**config.mk**
```make
export PLATFORM = sky130hd
export DESIGN_NAME = opd_dac_tx
export DESIGN_NICKNAME = d
export VERILOG_FILES = /design/src/rtl/opd_pkg.sv /design/src/rtl/opd_spi_shifter.sv /design/src/rtl/opd_dac_tx.sv
export SDC_FILE = /design/constraint.sdc
export NUM_CORES = 1
export LEC_CHECK = 0
export ABC_AREA = 1
export BUFFER_PORTS_ARGS = -buffer_cell sky130_fd_sc_hd__buf_2
export CORE_MARGIN = 3
export CORE_UTILIZATION = 30
export DETAILED_ROUTE_END_ITERATION = 6
export GPL_TIMING_DRIVEN = 0
export SLEW_MARGIN = 20
export SYNTH_ARGS = -nofsm -noshare
export SYNTH_HDL_FRONTEND = slang
export SYNTH_SLANG_ARGS = --single-unit
export TNS_END_PERCENT = 50
```
**constraint.sdc**
```tcl
create_clock -name clk_i -period 1.88 [get_ports clk_i]
set_input_delay 0.188 -clock clk_i [delete_from_list [all_inputs] [get_ports clk_i]]
set_output_delay 0.188 -clock clk_i [all_outputs]
set_load 0.005 [all_outputs]
```
**src/rtl/opd_pkg.sv**
```systemverilog
// Shared types and constants for the OPD DAC transmit path.
package opd_pkg;

  localparam int SAMPLE_W   = 24;
  localparam int FRAME_BITS = 24;

  typedef enum logic [2:0] {
    IDLE,
    SETUP,
    SHIFT,
    GAP,
    LDAC
  } opd_state_e;

  // Converts a two's-complement sample to the DAC frame word by flipping the sign bit.
  function automatic logic [SAMPLE_W-1:0] to_frame_word(input logic [SAMPLE_W-1:0] sample,
                                                        input logic offset_binary);
    return {sample[SAMPLE_W-1] ^ offset_binary, sample[SAMPLE_W-2:0]};
  endfunction

endpackage

```
**src/rtl/opd_spi_shifter.sv**
```systemverilog
// SPI serializer: one setup half-period with SCLK low, then FRAME_BITS bits,
// each a low half followed by a high half. SDO moves only on SCLK falling.
module opd_spi_shifter
  import opd_pkg::*;
#(
  parameter int CLK_DIV = 2
) (
  input  logic                  clk_i,
  input  logic                  reset_ni,
  input  logic                  start,
  input  logic [FRAME_BITS-1:0] word,
  output logic                  done,
  output logic                  sclk,
  output logic                  sdo
);

  localparam int DIV_W = (CLK_DIV > 1) ? $clog2(CLK_DIV) : 1;
  localparam int BIT_W = $clog2(FRAME_BITS);

  logic [FRAME_BITS-1:0] shreg;
  logic [DIV_W-1:0]      div_cnt;
  logic [BIT_W-1:0]      bit_cnt;
  logic                  running;
  logic                  setup_half;
  logic                  half_end;

  assign half_end = (div_cnt == '0);
  // Last cycle of the final high half: the frame owner moves on at this edge.
  assign done     = running && half_end && !setup_half && sclk && (bit_cnt == '0);
  assign sdo      = shreg[FRAME_BITS-1];

  // Half-period divider, bit counter and shift register stepping.
  always_ff @(posedge clk_i or negedge reset_ni) begin
    if (!reset_ni) begin
      shreg      <= '0;
      div_cnt    <= '0;
      bit_cnt    <= '0;
      running    <= 1'b0;
      setup_half <= 1'b0;
      sclk       <= 1'b0;
    end else if (start) begin
      shreg      <= word;
      div_cnt    <= DIV_W'(CLK_DIV - 1);
      bit_cnt    <= BIT_W'(FRAME_BITS - 1);
      running    <= 1'b1;
      setup_half <= 1'b1;
      sclk       <= 1'b0;
    end else if (running) begin
      if (!half_end) begin
        div_cnt <= div_cnt - DIV_W'(1);
      end else begin
        div_cnt <= DIV_W'(CLK_DIV - 1);
        if (setup_half) begin
          setup_half <= 1'b0;
        end else if (!sclk) begin
          sclk <= 1'b1;
        end else begin
          sclk  <= 1'b0;
          shreg <= {shreg[FRAME_BITS-2:0], 1'b0};
          if (bit_cnt == '0) begin
            running <= 1'b0;
          end else begin
            bit_cnt <= bit_cnt - BIT_W'(1);
          end
        end
      end
    end
  end

endmodule

```
**src/rtl/opd_dac_tx.sv**
```systemverilog
// OPD DAC transmitter: one SPI write frame per sample followed by an LDAC
// pulse, with a single latest-wins pending slot while a frame is in flight.
//
// state | meaning
// IDLE  | no frame; starts on tick_i or a pending sample
// SETUP | cs_no low, sclk low, first bit on sdi, CLK_DIV cycles
// SHIFT | 24 bits clocked out by the shifter
// GAP   | cs_no high for CS_GAP cycles
// LDAC  | ldac_no low for LDAC_LEN cycles
module opd_dac_tx
  import opd_pkg::*;
#(
  parameter int CLK_DIV       = 2,
  parameter int CS_GAP        = 2,
  parameter int LDAC_LEN      = 2,
  parameter int OFFSET_BINARY = 1
) (
  input  logic                clk_i,
  input  logic                reset_ni,
  input  logic                tick_i,
  input  logic [SAMPLE_W-1:0] data_i,
  output logic                sclk_o,
  output logic                sdi_o,
  output logic                cs_no,
  output logic                ldac_no,
  output logic                busy_o,
  output logic                overrun_o
);

  localparam int TMR_MAX = (CLK_DIV > CS_GAP) ? ((CLK_DIV > LDAC_LEN) ? CLK_DIV : LDAC_LEN)
                                               : ((CS_GAP > LDAC_LEN) ? CS_GAP : LDAC_LEN);
  localparam int TMR_W   = (TMR_MAX > 1) ? $clog2(TMR_MAX) : 1;

  opd_state_e          state;
  logic [TMR_W-1:0]    tmr;
  logic                pend_valid;
  logic [SAMPLE_W-1:0] pend_word;
  logic [SAMPLE_W-1:0] tick_word;
  logic [SAMPLE_W-1:0] start_word;
  logic                start;
  logic                sh_done;

  assign tick_word  = to_frame_word(data_i, OFFSET_BINARY != 0);
  // A fresh tick in IDLE beats the pending slot.
  assign start      = (state == IDLE) && (tick_i || pend_valid);
  assign start_word = tick_i ? tick_word : pend_word;

  opd_spi_shifter #(
    .CLK_DIV(CLK_DIV)
  ) u_shifter (
    .clk_i   (clk_i),
    .reset_ni(reset_ni),
    .start   (start),
    .word    (start_word),
    .done    (sh_done),
    .sclk    (sclk_o),
    .sdo     (sdi_o)
  );

  // Pending slot: any tick outside IDLE lands here; dropping a valid entry flags overrun.
  always_ff @(posedge clk_i or negedge reset_ni) begin
    if (!reset_ni) begin
      pend_valid <= 1'b0;
      pend_word  <= '0;
      overrun_o  <= 1'b0;
    end else begin
      overrun_o <= tick_i && pend_valid;
      if (state == IDLE) begin
        pend_valid <= 1'b0;
      end else if (tick_i) begin
        pend_valid <= 1'b1;
        pend_word  <= tick_word;
      end
    end
  end

  // Frame sequencing with a shared down-counter for SETUP, GAP and LDAC.
  always_ff @(posedge clk_i or negedge reset_ni) begin
    if (!reset_ni) begin
      state   <= IDLE;
      tmr     <= '0;
      cs_no   <= 1'b1;
      ldac_no <= 1'b1;
      busy_o  <= 1'b0;
    end else begin
      case (state)
        IDLE: begin
          if (start) begin
            state  <= SETUP;
            tmr    <= TMR_W'(CLK_DIV - 1);
            cs_no  <= 1'b0;
            busy_o <= 1'b1;
          end
        end
        SETUP: begin
          if (tmr == '0) state <= SHIFT;
          else           tmr   <= tmr - TMR_W'(1);
        end
        SHIFT: begin
          if (sh_done) begin
            state <= GAP;
            tmr   <= TMR_W'(CS_GAP - 1);
            cs_no <= 1'b1;
          end
        end
        GAP: begin
          if (tmr == '0) begin
            state   <= LDAC;
            tmr     <= TMR_W'(LDAC_LEN - 1);
            ldac_no <= 1'b0;
          end else begin
            tmr <= tmr - TMR_W'(1);
          end
        end
        LDAC: begin
          if (tmr == '0) begin
            state   <= IDLE;
            ldac_no <= 1'b1;
            busy_o  <= 1'b0;
          end else begin
            tmr <= tmr - TMR_W'(1);
          end
        end
        default: state <= IDLE;
      endcase
    end
  end

endmodule
```
==> flow_summary.toml <==
[placed_design]
placed_cell_area_um2 = 3630
hpwl_um = 5430
gp_routability_congestion = 0.804
post-place-cells = 581
post-place-ws_ns = 0.217
port_buffer_count = 31

[setup_path]
crit_arrival_ns = 1.85
worstPathRequired_ns = 2.12
timing_worst_setup_path_type = "register to register"
crit_path_start_kind = "register"
timing.reg2reg.setup_slack_ns = 0.27
worstRegToRegCells = 9
crit_path_max_incr_delay_ns = 0.38
rr_endpoint = "tmr$_DFFE_PN0P_"
crit_chain = "inv_1, ha_1, nand3_1, nor2_1, nand2_1, nand2_1, nand2_1, nand2_1, nand2_1"
crit_family = "simple AND/OR/NAND/NOR gates"
worst_setup_path_endpoint = "tmr$_DFFE_PN0P_"
rr_startpoint = "u_shifter.bit_cnt[0]$_DFFE_PN0P_"
timing.critical_path.to_type = "register"
critical_path_cell_count = 9
crit_top_cell = "sky130_fd_sc_hd__nand2_1"
slowest_stage = "sky130_fd_sc_hd__dfrtp_1"
cp_num_buf_inv = 1
critPathMaxFanout = 5
crit_start = "u_shifter.bit_cnt[0]$_DFFE_PN0P_"

[logic_synthesis]
synthesis.nets = 441
synth.avg_cell_area_um2 = 7.93
synth_top_family_by_area = "simple AND/OR/NAND/NOR gates"
post_synth_and_or_nand_nor_area_fraction_pct = 22.5
synth_fa_ha_area_share_pct = 0.382
cell_area_after_synthesis_um2 = 3280
part_of_the_yosys_area_used_for_sequential_elements_pct = 50.5
yosys.cell_types.count = 28
synth.area.mux_share_pct = 0
yosys_synthesis_warning_count = 0
ys_seq_elements = 66
postSynthCellCount = 413
synth-xor-area-share_pct = 0
area_fraction_in_compound_gates_after_synthesis_pct = 16.1

[floorplan]
die_footprint_um2 = 12200
boundaryPins = 33
initial_core_util_pct = 31.3
core.rowCount = 37
die_height_um = 111
die_width_um = 111
fp.coreArea_um2 = 10500

[clock_network]
clk_pin_slew_ns = 0.07
tritoncts_num_sinks = 66
clockRootBuffer = "sky130_fd_sc_hd__clkbuf_8"
ctsHtreeMaxLevel = 3
insertion_delay_ns = 0.35
cts-root-to-sink-buffers = 2
cts_buffers = 9
cts_tree = "done"
cts_post_setup_buffers_inserted = 0

[outcome]
status = "finished clean"

[timing]
setup_ws_ns = 0.267
report.final.slew_viol_count = 0
relSlewSlack_pct = 68.5
finalCriticalPeriod_ns = 1.61
fin_crit_sh_pct = 85.8
final_setup_violations = 0
rsz0062_at_grt = "no"
final.setup_skew_ns = 0.00934
fin_tns_setup_ns = 0
max_freq_ghz = 0.620
slew_at_the_pin_closest_to_its_max_slew_limit_ns = 0.472
finalHoldViolCount = 0

[global_route]
met3_usage_pct = 3.18
grt.busiest_layer = "met2"
grt_max_degree = 48
first_pass_grt_wire_length_um = 12900
gr-usage-met2_pct = 20.1
overflow = 0
global_route.usage.met1_pct = 17.5
globalRouteTotalUtil_pct = 12.9
first_global_vias = 2753
grt_antenna_before_repair = 0

[drt]
number_of_iterations_in_the_first_detailed_routing_pass = 4
drtAntennaViolNets = 0
detailedRoute.firstIterationViolations = 150
detail_route.wirelength_um = 7430
drt-wirelength-per-cell_um = 12.4
post_drt_via_cell_ratio = 4.56
num_vias = 2726
remaining_drc_errors = 0

[finish]
diodes_inserted = 0
layout_cells_sized_above_1_pct = 18.4
design_area_um2 = 3850
finished_layout_cells = 598
synth_to_layout_area_growth_pct = 17.4
num-nets-final = 485

[power]
ir_worst_vdd_v = 0.000315
total_leakage_power_nw = 1.87
power_per_cell_area_nw_per_um2 = 761

[flow_run]
max_cap_violations = 0

[min_path]
worst_hold_path_type = "input port to register"
hold_path.startpoint = "data_i[23]"
## metrics by stage
stage,hold WS [ns],power [W],util [%]
2_1_floorplan,-0.108,0.00163,-
3_3_place_gp,0.459,0.00171,34.4
3_5_place_dp,0.102,0.00173,34.7
4_1_cts,0.133,0.00296,36.8
5_1_grt,0.150,0.00307,36.8
6_report,0.143,0.00293,36.8
## sequential cells by signal (all words and copies together), names as in the netlist, 3 cells and up
| signal | flops |
|---|---|
| pend_word | 24 |
| u_shifter.bit_cnt | 5 |
| u_shifter.shreg | 24 |
| state | 3 |
## timing repair
| action | 4_1_cts | 5_1_grt |
|---|---|---|
| resized for setup | 0 | 1 |
| hold buffers | 1 | 0 |
| hold endpoints to repair | 19 | 0 |
| endpoints found under the setup margin | 0 | 1 |
## layer usage
| metal | wire length (um) | up-vias | share of wire [%] |
|---|---|---|---|
| met5 | 0 | - | 0 |
| met4 | 96 | 0 | 1.3 |
| met3 | 221 | 7 | 3.0 |
| met2 | 3530 | 38 | 47 |
| met1 | 3580 | 1283 | 48 |
| li1 | - | 1398 | - |
## area by class of cell
cell class,instances,area [um2]
Tap cell,136,170
Sequential cell,66,1650
Buffer,20,146
Fill cell,1120,6610
Clock buffer,11,151
Timing Repair Buffer,33,195
Clock inverter,5,52.6
Inverter,52,198
Multi-Input combinational cell,275,1280
## report_power, final
group	total [W]	switching (W)	internal, W
combinational	0.000187	0.000116	0.0000711
sequential	0.00151	0.0000305	0.00148
clock	0.00123	0.000554	0.000678
## cells in the final DEF (no fill, tap or decap), types with 2 or more instances in the layout
cell type and instances:
sky130_fd_sc_hd__nand3_1 16, sky130_fd_sc_hd__inv_1 50, sky130_fd_sc_hd__dfstp_2 2, sky130_fd_sc_hd__clkbuf_8 11, sky130_fd_sc_hd__nand2_4 2, sky130_fd_sc_hd__nand2_1 127, sky130_fd_sc_hd__clkbuf_1 4, sky130_fd_sc_hd__o21ai_0 56
sky130_fd_sc_hd__nor2_2 3, sky130_fd_sc_hd__buf_2 35, sky130_fd_sc_hd__buf_4 4, sky130_fd_sc_hd__nor2_1 27, sky130_fd_sc_hd__nand2_2 2, sky130_fd_sc_hd__a21oi_1 15, sky130_fd_sc_hd__o211ai_1 9, sky130_fd_sc_hd__buf_6 7
sky130_fd_sc_hd__clkinv_2 3, sky130_fd_sc_hd__o21ai_1 2, sky130_fd_sc_hd__dfrtp_1 64, sky130_fd_sc_hd__o21ai_2 9
## worst min-delay path: stages
cell                      delay, ns
sky130_fd_sc_hd__buf_2         0.08
sky130_fd_sc_hd__a21oi_1       0.07
sky130_fd_sc_hd__nand2_1       0.05
sky130_fd_sc_hd__nand2_1       0.05
## kinds of logic (layout without fill, tap and decap cells)
logic type | Yosys count | after routing
and+or+nand+nor | 181 | 181
DFF | 66 | 66
AOI/OAI and AO/OA | 93 | 93
adders and majority gates | 1 | 1
buffers and inverters | 72 | 121
## cells in the mapped netlist
| library cell | number | area (um2) |
|---|---|---|
| sky130_fd_sc_hd__buf_4 | 3 | 22.5 |
| sky130_fd_sc_hd__nand2_2 | 2 | 12.5 |
| sky130_fd_sc_hd__o22a_1 | 1 | 8.76 |
| sky130_fd_sc_hd__ha_1 | 1 | 12.5 |
| sky130_fd_sc_hd__nand4_1 | 1 | 6.26 |
| sky130_fd_sc_hd__buf_2 | 5 | 25.0 |
| sky130_fd_sc_hd__a21oi_1 | 15 | 75.1 |
| sky130_fd_sc_hd__or2_1 | 1 | 6.26 |
| sky130_fd_sc_hd__nor2_4 | 1 | 11.3 |
| sky130_fd_sc_hd__o21ai_2 | 9 | 78.8 |
| sky130_fd_sc_hd__inv_1 | 50 | 188 |
| sky130_fd_sc_hd__o21a_1 | 1 | 7.51 |
| sky130_fd_sc_hd__o21ai_0 | 56 | 280 |
| sky130_fd_sc_hd__nor2_1 | 28 | 105 |
| sky130_fd_sc_hd__clkbuf_1 | 4 | 15.0 |
| sky130_fd_sc_hd__clkbuf_2 | 1 | 5.00 |
| sky130_fd_sc_hd__o211ai_1 | 9 | 67.6 |
| sky130_fd_sc_hd__dfrtp_1 | 64 | 1600 |
| sky130_fd_sc_hd__nand2_1 | 127 | 477 |
| sky130_fd_sc_hd__nand2_4 | 2 | 22.5 |
| sky130_fd_sc_hd__buf_6 | 7 | 78.8 |
| sky130_fd_sc_hd__o21ai_1 | 2 | 10.0 |
| sky130_fd_sc_hd__inv_2 | 1 | 3.75 |
| sky130_fd_sc_hd__nand3_1 | 16 | 80.1 |
| sky130_fd_sc_hd__inv_4 | 1 | 6.26 |
| sky130_fd_sc_hd__nor3_1 | 1 | 5.00 |
| sky130_fd_sc_hd__dfstp_2 | 2 | 52.6 |
| sky130_fd_sc_hd__nor2_2 | 2 | 12.5 |
## worst min path at each step
stage | slack [ns] | cells past startpoint | end
after floorplan | -0.11 | 0 | busy_o$_DFFE_PN0P_
after global placement | 0.46 | 2 | cs_no$_DFFE_PN1P_
after detailed placement | 0.10 | 1 | pend_word[10]$_DFFE_PN0P_
after CTS | 0.13 | 4 | pend_word[23]$_DFFE_PN0P_
after global routing | 0.15 | 4 | pend_word[23]$_DFFE_PN0P_
final | 0.14 | 4 | pend_word[23]$_DFFE_PN0P_
Power figures use the tool's default switching activity.
